<file path="src/rtl/bru_issue_queue_pkg.sv">
// -----------------------------------------------------------------------------
// bru_issue_queue_pkg
//   Definitions shared by the branch issue queue and its entry sub-module.
//   - TAG_WD          : rename tag width
//   - OP_WD           : width of the one-hot branch op
//   - inst_status_t   : field layout of the packed instruction-status word
//   - INST_STATE_WD   : width of that word
//   - br_op_e         : one-hot branch op encodings, same bit order as the
//                       branch unit (beq is the MSB)
// -----------------------------------------------------------------------------
package bru_issue_queue_pkg;

   localparam int TAG_WD = 6;
   localparam int OP_WD  = 12;

   // Field slices of the instruction-status word, MSB first.
   typedef struct packed {
      logic [4:0]  wdest;   // destination register of link-type ops
      logic        we;      // writes a register (jal/jalr/bgezal/bltzal)
      logic [31:0] imm;     // sign-extended branch offset / jump target
      logic [31:0] pc;      // PC of the branch itself
   } inst_status_t;

   localparam int INST_STATE_WD = $bits(inst_status_t);

   typedef enum logic [OP_WD-1:0] {
      BR_BEQ    = 12'h800,
      BR_BNE    = 12'h400,
      BR_BGEZ   = 12'h200,
      BR_BGTZ   = 12'h100,
      BR_BLEZ   = 12'h080,
      BR_BLTZ   = 12'h040,
      BR_BGEZAL = 12'h020,
      BR_BLTZAL = 12'h010,
      BR_J      = 12'h008,
      BR_JAL    = 12'h004,
      BR_JR     = 12'h002,
      BR_JALR   = 12'h001
   } br_op_e;

endpackage

</file>
<file path="src/rtl/bru_iq_entry.sv">
// -----------------------------------------------------------------------------
// bru_iq_entry
//   One slot of the branch issue queue: op/status/pc storage plus two source
//   operands, each with its own dual-CDB tag compare and capture.
//   Ports:
//     clk, resetn          clock, asynchronous active-low reset
//     clear                flush: drops the entry
//     wr_en / enq_*        write a new op into this slot
//     rd_en                this slot is the head being issued
//     cdb0_*, cdb1_*       result broadcasts (cdb0 has priority)
//     op, inst_status,
//     pc_plus_8            stored fields
//     rs_ok/rt_ok,
//     rs_val/rt_val        operand availability and value seen by the issue mux
//   Build option: BRU_IQ_BYPASS_EN makes rs_ok/rt_ok and the values also
//   reflect a CDB hit in the current cycle.
// -----------------------------------------------------------------------------
module bru_iq_entry
   import bru_issue_queue_pkg::*;
#(
   parameter int TAG_WD        = bru_issue_queue_pkg::TAG_WD,
   parameter int INST_STATE_WD = bru_issue_queue_pkg::INST_STATE_WD
) (
   input  logic                     clk,
   input  logic                     resetn,
   input  logic                     clear,
   input  logic                     wr_en,
   input  logic                     rd_en,
   input  logic [OP_WD-1:0]         enq_op,
   input  logic [INST_STATE_WD-1:0] enq_inst_status,
   input  logic [31:0]              enq_pc_plus_8,
   input  logic                     enq_rs_rdy,
   input  logic                     enq_rt_rdy,
   input  logic [TAG_WD-1:0]        enq_rs_tag,
   input  logic [TAG_WD-1:0]        enq_rt_tag,
   input  logic [31:0]              enq_rs_data,
   input  logic [31:0]              enq_rt_data,
   input  logic                     cdb0_valid,
   input  logic [TAG_WD-1:0]        cdb0_tag,
   input  logic [31:0]              cdb0_data,
   input  logic                     cdb1_valid,
   input  logic [TAG_WD-1:0]        cdb1_tag,
   input  logic [31:0]              cdb1_data,
   output logic [OP_WD-1:0]         op,
   output logic [INST_STATE_WD-1:0] inst_status,
   output logic [31:0]              pc_plus_8,
   output logic                     rs_ok,
   output logic                     rt_ok,
   output logic [31:0]              rs_val,
   output logic [31:0]              rt_val
);

   logic                     valid_reg, valid_next;
   logic [OP_WD-1:0]         op_reg;
   logic [INST_STATE_WD-1:0] status_reg;
   logic [31:0]              pc8_reg;

   // Operand 0 is rs, operand 1 is rt.
   logic [1:0]        src_in_rdy;
   logic [TAG_WD-1:0] src_in_tag  [2];
   logic [31:0]       src_in_data [2];
   logic [1:0]        src_ok;
   logic [31:0]       src_val [2];

   assign src_in_rdy     = {enq_rt_rdy, enq_rs_rdy};
   assign src_in_tag[0]  = enq_rs_tag;
   assign src_in_tag[1]  = enq_rt_tag;
   assign src_in_data[0] = enq_rs_data;
   assign src_in_data[1] = enq_rt_data;

   always_comb begin
      valid_next = valid_reg;
      if (clear)
         valid_next = 1'b0;
      else if (wr_en)
         valid_next = 1'b1;
      else if (rd_en)
         valid_next = 1'b0;
   end

   always_ff @(posedge clk or negedge resetn) begin
      if (!resetn) begin
         valid_reg  <= 1'b0;
         op_reg     <= '0;
         status_reg <= '0;
         pc8_reg    <= '0;
      end else begin
         valid_reg <= valid_next;
         if (wr_en) begin
            op_reg     <= enq_op;
            status_reg <= enq_inst_status;
            pc8_reg    <= enq_pc_plus_8;
         end
      end
   end

   genvar gi;
   generate
      for (gi = 0; gi < 2; gi++) begin : g_src
         logic              rdy_reg, rdy_next;
         logic [TAG_WD-1:0] tag_reg, tag_next;
         logic [31:0]       data_reg, data_next;
         logic              enq_hit0, enq_hit1, wake_hit0, wake_hit1;

         // Incoming op compares its own tag so a same-cycle broadcast is not lost.
         assign enq_hit0  = cdb0_valid && (cdb0_tag == src_in_tag[gi]);
         assign enq_hit1  = cdb1_valid && (cdb1_tag == src_in_tag[gi]);
         assign wake_hit0 = cdb0_valid && (cdb0_tag == tag_reg);
         assign wake_hit1 = cdb1_valid && (cdb1_tag == tag_reg);

         always_comb begin
            rdy_next  = rdy_reg;
            tag_next  = tag_reg;
            data_next = data_reg;
            if (wr_en) begin
               tag_next = src_in_tag[gi];
               if (src_in_rdy[gi]) begin
                  rdy_next  = 1'b1;
                  data_next = src_in_data[gi];
               end else if (enq_hit0) begin
                  rdy_next  = 1'b1;
                  data_next = cdb0_data;
               end else if (enq_hit1) begin
                  rdy_next  = 1'b1;
                  data_next = cdb1_data;
               end else begin
                  rdy_next  = 1'b0;
                  data_next = '0;
               end
            end else if (valid_reg && !rdy_reg) begin
               if (wake_hit0) begin
                  rdy_next  = 1'b1;
                  data_next = cdb0_data;
               end else if (wake_hit1) begin
                  rdy_next  = 1'b1;
                  data_next = cdb1_data;
               end
            end
         end

         always_ff @(posedge clk or negedge resetn) begin
            if (!resetn) begin
               rdy_reg  <= 1'b0;
               tag_reg  <= '0;
               data_reg <= '0;
            end else begin
               rdy_reg  <= rdy_next;
               tag_reg  <= tag_next;
               data_reg <= data_next;
            end
         end

`ifdef BRU_IQ_BYPASS_EN
         assign src_ok[gi]  = rdy_reg || wake_hit0 || wake_hit1;
         assign src_val[gi] = rdy_reg   ? data_reg  :
                              wake_hit0 ? cdb0_data :
                              wake_hit1 ? cdb1_data : data_reg;
`else
         assign src_ok[gi]  = rdy_reg;
         assign src_val[gi] = data_reg;
`endif
      end
   endgenerate

   assign op          = op_reg;
   assign inst_status = status_reg;
   assign pc_plus_8   = pc8_reg;
   assign rs_ok       = src_ok[0];
   assign rt_ok       = src_ok[1];
   assign rs_val      = src_val[0];
   assign rt_val      = src_val[1];

endmodule

</file>
<file path="src/rtl/bru_issue_queue.sv">
// -----------------------------------------------------------------------------
// bru_issue_queue
//   In-order issue queue in front of the branch unit. Buffers decoded branch
//   ops, wakes operands from two CDB ports and issues the head once both
//   sources are available.
//   Ports:
//     clk, resetn             clock, asynchronous active-low reset
//     flush                   kills every entry, pointers return to 0
//     enq_valid/enq_ready     decode handshake (enq_ready = !full)
//     enq_*                   op, status, pc+8 and operand rdy/tag/data
//     cdb0_*, cdb1_*          result broadcasts, cdb0 wins on a double hit
//     ready                   issue strobe; op/inst_status/rdata1/rdata2/
//                             pc_plus_8 are the head fields, else all 0
//     count                   occupancy
//   Build option: BRU_IQ_BYPASS_EN lets a CDB hit in the current cycle satisfy
//   the head's issue condition (same-cycle wakeup-to-issue).
// -----------------------------------------------------------------------------
module bru_issue_queue
   import bru_issue_queue_pkg::*;
#(
   parameter int DEPTH         = 4,
   parameter int TAG_WD        = bru_issue_queue_pkg::TAG_WD,
   parameter int INST_STATE_WD = bru_issue_queue_pkg::INST_STATE_WD
) (
   input  logic                     clk,
   input  logic                     resetn,
   input  logic                     flush,
   input  logic                     enq_valid,
   output logic                     enq_ready,
   input  logic [OP_WD-1:0]         enq_op,
   input  logic [INST_STATE_WD-1:0] enq_inst_status,
   input  logic [31:0]              enq_pc_plus_8,
   input  logic                     enq_rs_rdy,
   input  logic                     enq_rt_rdy,
   input  logic [TAG_WD-1:0]        enq_rs_tag,
   input  logic [TAG_WD-1:0]        enq_rt_tag,
   input  logic [31:0]              enq_rs_data,
   input  logic [31:0]              enq_rt_data,
   input  logic                     cdb0_valid,
   input  logic                     cdb1_valid,
   input  logic [TAG_WD-1:0]        cdb0_tag,
   input  logic [TAG_WD-1:0]        cdb1_tag,
   input  logic [31:0]              cdb0_data,
   input  logic [31:0]              cdb1_data,
   output logic                     ready,
   output logic [OP_WD-1:0]         op,
   output logic [INST_STATE_WD-1:0] inst_status,
   output logic [31:0]              rdata1,
   output logic [31:0]              rdata2,
   output logic [31:0]              pc_plus_8,
   output logic [$clog2(DEPTH):0]   count
);

   localparam int IDX_WD = $clog2(DEPTH);
   localparam int PTR_WD = IDX_WD + 1;

   // Pointers carry one wrap bit above the index.
   logic [PTR_WD-1:0] head_reg, head_next, tail_reg, tail_next;
   logic [IDX_WD-1:0] head_idx, tail_idx;
   logic              full, empty, do_enq, do_issue;

   logic [OP_WD-1:0]         e_op     [DEPTH];
   logic [INST_STATE_WD-1:0] e_status [DEPTH];
   logic [31:0]              e_pc8    [DEPTH];
   logic [31:0]              e_rs_val [DEPTH];
   logic [31:0]              e_rt_val [DEPTH];
   logic [DEPTH-1:0]         e_rs_ok, e_rt_ok;

   assign head_idx  = head_reg[IDX_WD-1:0];
   assign tail_idx  = tail_reg[IDX_WD-1:0];
   assign full      = (head_reg[IDX_WD] != tail_reg[IDX_WD]) && (head_idx == tail_idx);
   assign empty     = (head_reg == tail_reg);
   assign enq_ready = !full;
   assign do_enq    = enq_valid && !full && !flush;
   // An empty queue never issues, so a same-cycle enqueue cannot bypass to issue.
   assign do_issue  = !empty && e_rs_ok[head_idx] && e_rt_ok[head_idx] && !flush;
   assign count     = tail_reg - head_reg;

   genvar gi;
   generate
      for (gi = 0; gi < DEPTH; gi++) begin : g_entry
         bru_iq_entry #(
            .TAG_WD        (TAG_WD),
            .INST_STATE_WD (INST_STATE_WD)
         ) u_entry (
            .clk             (clk),
            .resetn          (resetn),
            .clear           (flush),
            .wr_en           (do_enq && (tail_idx == IDX_WD'(gi))),
            .rd_en           (do_issue && (head_idx == IDX_WD'(gi))),
            .enq_op          (enq_op),
            .enq_inst_status (enq_inst_status),
            .enq_pc_plus_8   (enq_pc_plus_8),
            .enq_rs_rdy      (enq_rs_rdy),
            .enq_rt_rdy      (enq_rt_rdy),
            .enq_rs_tag      (enq_rs_tag),
            .enq_rt_tag      (enq_rt_tag),
            .enq_rs_data     (enq_rs_data),
            .enq_rt_data     (enq_rt_data),
            .cdb0_valid      (cdb0_valid),
            .cdb0_tag        (cdb0_tag),
            .cdb0_data       (cdb0_data),
            .cdb1_valid      (cdb1_valid),
            .cdb1_tag        (cdb1_tag),
            .cdb1_data       (cdb1_data),
            .op              (e_op[gi]),
            .inst_status     (e_status[gi]),
            .pc_plus_8       (e_pc8[gi]),
            .rs_ok           (e_rs_ok[gi]),
            .rt_ok           (e_rt_ok[gi]),
            .rs_val          (e_rs_val[gi]),
            .rt_val          (e_rt_val[gi])
         );
      end
   endgenerate

   always_comb begin
      head_next = head_reg + PTR_WD'(do_issue);
      tail_next = tail_reg + PTR_WD'(do_enq);
      if (flush) begin
         head_next = '0;
         tail_next = '0;
      end
   end

   always_ff @(posedge clk or negedge resetn) begin
      if (!resetn) begin
         head_reg <= '0;
         tail_reg <= '0;
      end else begin
         head_reg <= head_next;
         tail_reg <= tail_next;
      end
   end

   // The branch unit treats op == 0 as a bubble, so idle outputs are zeroed.
   always_comb begin
      ready       = do_issue;
      op          = '0;
      inst_status = '0;
      rdata1      = '0;
      rdata2      = '0;
      pc_plus_8   = '0;
      if (do_issue) begin
         op          = e_op[head_idx];
         inst_status = e_status[head_idx];
         rdata1      = e_rs_val[head_idx];
         rdata2      = e_rt_val[head_idx];
         pc_plus_8   = e_pc8[head_idx];
      end
   end

endmodule

</file>
<file path="config.mk">
export PLATFORM = sky130hd
export DESIGN_NAME = bru_issue_queue
export DESIGN_NICKNAME = d
export VERILOG_FILES = /design/src/rtl/bru_issue_queue_pkg.sv /design/src/rtl/bru_iq_entry.sv /design/src/rtl/bru_issue_queue.sv
export SDC_FILE = /design/constraint.sdc
export NUM_CORES = 2
export LEC_CHECK = 0
export BUFFER_PORTS_ARGS = -buffer_cell sky130_fd_sc_hd__buf_2
export CAP_MARGIN = 0
export CORE_ASPECT_RATIO = 1.25
export CORE_MARGIN = 5
export CORE_UTILIZATION = 65
export DETAILED_ROUTE_END_ITERATION = 7
export PLACE_DENSITY = 0.87
export SETUP_SLACK_MARGIN = 0.02
export SLEW_MARGIN = 15
export SYNTH_ARGS = -nofsm -noshare
export SYNTH_HDL_FRONTEND = slang
export SYNTH_HIERARCHICAL = 1
export SYNTH_SLANG_ARGS = --single-unit
</file>
<file path="constraint.sdc">
create_clock -name clk -period 8.8 [get_ports clk]
set_clock_uncertainty 0.05 [all_clocks]
set_input_delay 0 -clock clk [delete_from_list [all_inputs] [get_ports clk]]
set_output_delay 0 -clock clk [all_outputs]
set_load 0.01 [all_outputs]
</file>
# Word-level counts from Yosys, hierarchy flattened
# Index checks and enable logic that the tools add are counted.
# classes
n_addsub	3
order_cmp	2
n_mux	114
reduce_logical	83
bitwise_logic	1
eq_ne	29
# ops
cell	count
32-bit two-way mux	47
70-bit two-way mux	3
32-bit binary-select mux with 2-bit select	3
70-bit binary-select mux with 2-bit select	1
6-bit equality test	20
1-bit two-way mux	52
1-bit logical AND	42
12-bit two-way mux	3
3-bit nonzero test	12
12-bit binary-select mux with 2-bit select	1
2-bit AND reduction	8
2-bit nonzero test	8
1-bit zero test	11
2-bit equality test, second input constant	4
3-bit by 1-bit adder with 3-bit output	2
3-bit two-way mux	2
1-bit binary-select mux with 2-bit select	2
2-bit by 1-bit equality test with 1-bit output, second input constant	2
2-bit zero test	2
3-bit equality test	1
3-bit greater-or-equal comparator, second input constant	1
2-bit by 3-bit less-than comparator with 1-bit output, second input constant	1
2-bit NOT with 3-bit output	1
3-bit subtractor	1
other kinds (2)	2
# word_totals
out_inout_bits	183
wordCells	274
regBits	778

# Depth between registers and ports, before layout
# logic_depth
ltp_word	9
ltp_mapped	13

# Hierarchy
# The synthesis kept the hierarchy.
# by_module_without_submodules
mod	n_inst	area_each_um2	cells_per_inst	seq_area_each_um2
bru_iq_entry	4	10128.5	887	4829.6
bru_issue_queue	1	5856.9	462	150.1

# Worst setup path before layout
# Ideal clock, no wire load.
# synth_path
kind	reg2reg
from	reg head_reg[1]
to	reg g_entry[0].u_entry.g_src[0].tag_reg[0]
n_path_buf	6
setup_slack_ns	5.334
stages_incl_launch_ff	12
arrival_ns	3.292
cell_sequence	dfrtp_1 > buf_2 > buf_2 > buf_1 > inv_1 > ha_1 > a311o_1 > nor3_1 > clkbuf_1 > clkbuf_1 > clkbuf_1 > mux2_2
# synth_between
elab_chain_cells	6
# synth_rtl
element	line_no	rtl
start: declaration	bru_issue_queue.sv:58	logic [PTR_WD-1:0] head_reg, head_next, tail_reg, tail_next;
start signal: assignment	bru_issue_queue.sv:131	head_reg <= head_next;
2-bit equality test	bru_issue_queue.sv:71	assign full = (head_reg[IDX_WD] != tail_reg[IDX_WD]) && (head_idx == tail_idx);
1-bit logical AND	bru_issue_queue.sv:71	
1-bit zero test	bru_issue_queue.sv:74	assign do_enq = enq_valid && !full && !flush;
1-bit logical AND (2 in a row)	bru_issue_queue.sv:74	
1-bit logical AND	bru_issue_queue.sv:89	.wr_en (do_enq && (tail_idx == IDX_WD'(gi))),
end signal: assignment	bru_iq_entry.sv:148	tag_reg <= tag_next;
end: declaration	bru_iq_entry.sv:101	logic [TAG_WD-1:0] tag_reg, tag_next;
# Every way passes these cells.
# A chain may end at the register's enable or synchronous reset.

# Worst setup path after layout
# layout_path
from	reg head_reg[0]
to	reg g_entry[2].u_entry.g_src[0].data_reg[30]
# layout_between
elab_chain_cells	8
elab_cells_between_ends	10
classes_between	eq/ne: 1; mux: 1; reduce/logical: 8
# layout_rtl
element	line_no	rtl
2-bit equality test *	bru_issue_queue.sv:71	
1-bit logical AND *	bru_issue_queue.sv:71	
1-bit zero test *	bru_issue_queue.sv:74	
1-bit logical AND * (2 in a row)	bru_issue_queue.sv:74	
1-bit logical AND *	bru_issue_queue.sv:89	
3-bit nonzero test (no line) or 2-bit nonzero test (tied branches)	--	
2-bit AND reduction (no line)	--	
end signal: assignment	bru_iq_entry.sv:149	data_reg <= data_next;
end: declaration	bru_iq_entry.sv:102	logic [31:0] data_reg, data_next;
# Mark *: on every way between the ends. The rest lies on a longest branch, timed or not.

==> impl_results.md <==
- Status: finished with violations
- Failing checks: design-rule violations
- CTS tree: yes
- Dpl cells: 5115
- Worst Setup End Kind: flop
- Comb pwr share: between 20 and 25%
- Clk_lat worst skew: 0.66 ns
- Routability cong.: about 0.9
- Switching fraction of total power: 30.3%
- Mapped Area: 0.0464 mm²
- First-pass GRT wire length: approximately 260000 µm
- Count leader, synth: dfrtp_1
- Total track usage: 43.0%
- Initial core utilization: roughly two thirds
- Tot Pwr: 11.1 mW
- Core ar.: 0.0708 mm²
- Data required, critical path: around 9.3 ns
- Clk pwr share: 33.7%
- Relative slew slack: 7.82%
- Num CTS Buffers: 80
- Largest net degree at the start of global routing: 207
- Fin Setup TNS: 0 ns
- Post-synth top flop: dfrtp_1
- Clk slew on worst S/H paths: 0.06 ns
- WL final: roughly 170000 µm
- Largest register FFs: 280
- Vias: 41502
- Final period utilization: 59.3%
- Vias in the first global route: between 40000 and 50000
- # port buffers: 456
- Syn_nets: roughly 4300
- Num Clock Sinks: 778
- Register area share after synthesis: 42.0%
- Startpoint type of the worst setup path: flop
- Root Buffer Master: clkbuf_16
- DRC: 6
- Worst slew pin tran: 1.38 ns
- Critical Path Fanout Max: around 200
- Pwr/cell area: 200 mW/mm²
- Initial DRC count: 6722
- Synth top area share: 42.0%
- H-tree Lvls: 3
- Top-level I/O count: 457
- Library cells used by synthesis: between 40 and 50
- Remaining antenna violation count: 0
- # setup viols final: 0
- Warnings, synthesis: 6
- Mapped Cells: about 4000
- Maximum capacitance violations: 0
- Ranking of synthesized cells by area: dfrtp_1, mux2_2, mux4_2, mux2i_1, nand2_1
- Commonest cells post-synth: dfrtp_1, mux2_2, nand2_1, clkbuf_1, o21ai_0
- Tmin final: 5.22 ns
- Sequential Power Share: roughly 44%
- Int Pwr: between 7 and 8 mW
- Area leader, netlist: dfrtp_1
- DR pass1 iterations: 8
- Die width: 249 µm
- Pleak: 22.2 nW
- Die footprint: 0.0768 mm²
- Syn Area/Cell: 11.6 µm²
- Post-CTS Setup Inserts: 0
- CP arrival: 5.71 ns
- Hold Crit Class: in -> reg
- Post-synth EDFFs: 0
- Number of synthesized register bits: 778
- Detailed Place HPWL: between 80000 and 90000 µm
- Final net count: 4870
- Antenna violations before repair: 29
- Share of cells above drive strength 1: 35.1%
- Clk buf depth: 3
- Final std cells w/o fill: ~5600
- Vias per cell: 7.38
- Final Hold Viols: 0
- Switching pwr: 3.35 mW
- CP Class: reg -> reg
- Row Count: ~110
- Die Y: 309 µm
- Final Slew Violations: 0
- Fmax: ~0.19 GHz
- Layout area overhead: 19.1%
- Ys async rst share: 100%
- Peak supply drop: 0.241 mV
- Congestion Overflow GR: 0
- Wire length per cell: 30.6 µm
- RSZ-0062 raised after global routing: false
-- power by group through the flow --
stage	Sequential [mW]	Combinational, mW	Clock [mW]
floorplan	4.64	1.51	0
global placement	4.77	2.04	0
detailed placement	4.83	2.13	0
CTS	4.80	2.32	3.67
global route	4.93	2.59	3.87
finish	4.87	2.46	3.72
-- through the flow --
stage	utilization [%]	setup WS [ns]	cell area, µm²	hold slack, ns
3_3_place_gp	69.2	4.31	49000	0.0526
6_report	78.0	3.58	55200	0.0883
5_1_grt	78.0	3.35	55200	0.0962
2_1_floorplan	-	5.33	46400	-0.346
3_5_place_dp	69.2	4.17	49000	0.0472
4_1_cts	77.9	3.65	55200	0.0424
-- path summary, 6_finish.rpt --
check	slack, ns	startpoint	depth (start not counted)	to
setup reg to reg	3.58	head_reg[0]	8	g_entry[2].u_entry/rs_val[30]
hold / removal	0.09	cdb1_tag[1]	4	g_entry[2].u_entry/rt_ok
hold reg to reg	0.44	g_entry[3].u_entry/rs_val[20]	1	g_entry[3].u_entry/rs_val[20]
setup / recovery	3.58	head_reg[0]	8	g_entry[2].u_entry/rs_val[30]
min in group asynchronous	0.39	resetn	3	g_entry[0].u_entry/rt_val[19]
max in group asynchronous	6.16	resetn	5	g_entry[0].u_entry/inst_status[12]
-- routing by layer --
layer | GRT usage [%] | vias to the layer above | part of all wire, %
met1 | 51.1 | 20186 | 32
met4 | 30.8 | 8 | 9.1
met2 | 67.4 | 3812 | 46
met5 | 0 | - | 0.031
met3 | 13.1 | 1179 | 13
li1 | - | 16317 | -
-- layout by cell type, fill, tap and decap left out, types with 17 or more instances in the layout --
cell type        n
o22ai_1        124
a21o_1          68
a21oi_1         48
a221oi_1       128
o2bb2ai_1       36
mux4_2         180
xnor2_1        106
buf_2          453
a31o_2          36
clkbuf_16       80
diode_2         24
nor3_1          78
nand3_1         69
dlygate4sd3_1  333
nand2_1        309
buf_4           52
mux2_1          28
o21ai_0        196
inv_1           17
mux2i_1        148
and2_1         179
dfrtp_1        776
a22oi_1         24
nand4_1         32
a31oi_1        108
xor2_1          90
o221ai_1        24
mux2_2         728
-- cell families after synthesis --
| family | Yosys count | share of synthesized area (%) |
|---|---|---|
| AOI/OAI and AO/OA | 806 | 11.8 |
| xor gates and xnor gates | 196 | 3.70 |
| adders and majority gates | 7 | 0.205 |
| buffers and inverters | 377 | 3.48 |
| DFF | 778 | 42.0 |
| muxes | 1084 | 30.3 |
| and+or+nand+nor | 762 | 8.50 |
-- what timing repair did --
action | CTS | global route
resized for setup | 0 | 0
setup endpoints to repair | 0 | 0
hold buffers | 334 | 0
hold endpoints to repair | 868 | 0
-- critical path, stage by stage, from the launching register on --
cell           delay [ns]
dfrtp_4              0.86
ha_1                 0.38
a311o_1              0.43
nor3_2               0.22
buf_12               0.79
buf_4                0.93
or2_1                0.67
a31oi_1              0.16
dlygate4sd3_1        0.59
-- layout make-up --
class,instances,area [µm²]
Clock buffer,112,2280
Tap cell,943,1180
Sequential cell,778,19500
Timing Repair Buffer,849,6220
Antenna cell,24,60.1
Fill cell,3978,15500
Multi-Input combinational cell,2855,25400
Inverter,25,96.3
Clock inverter,35,517
Power figures use the tool's default switching activity.
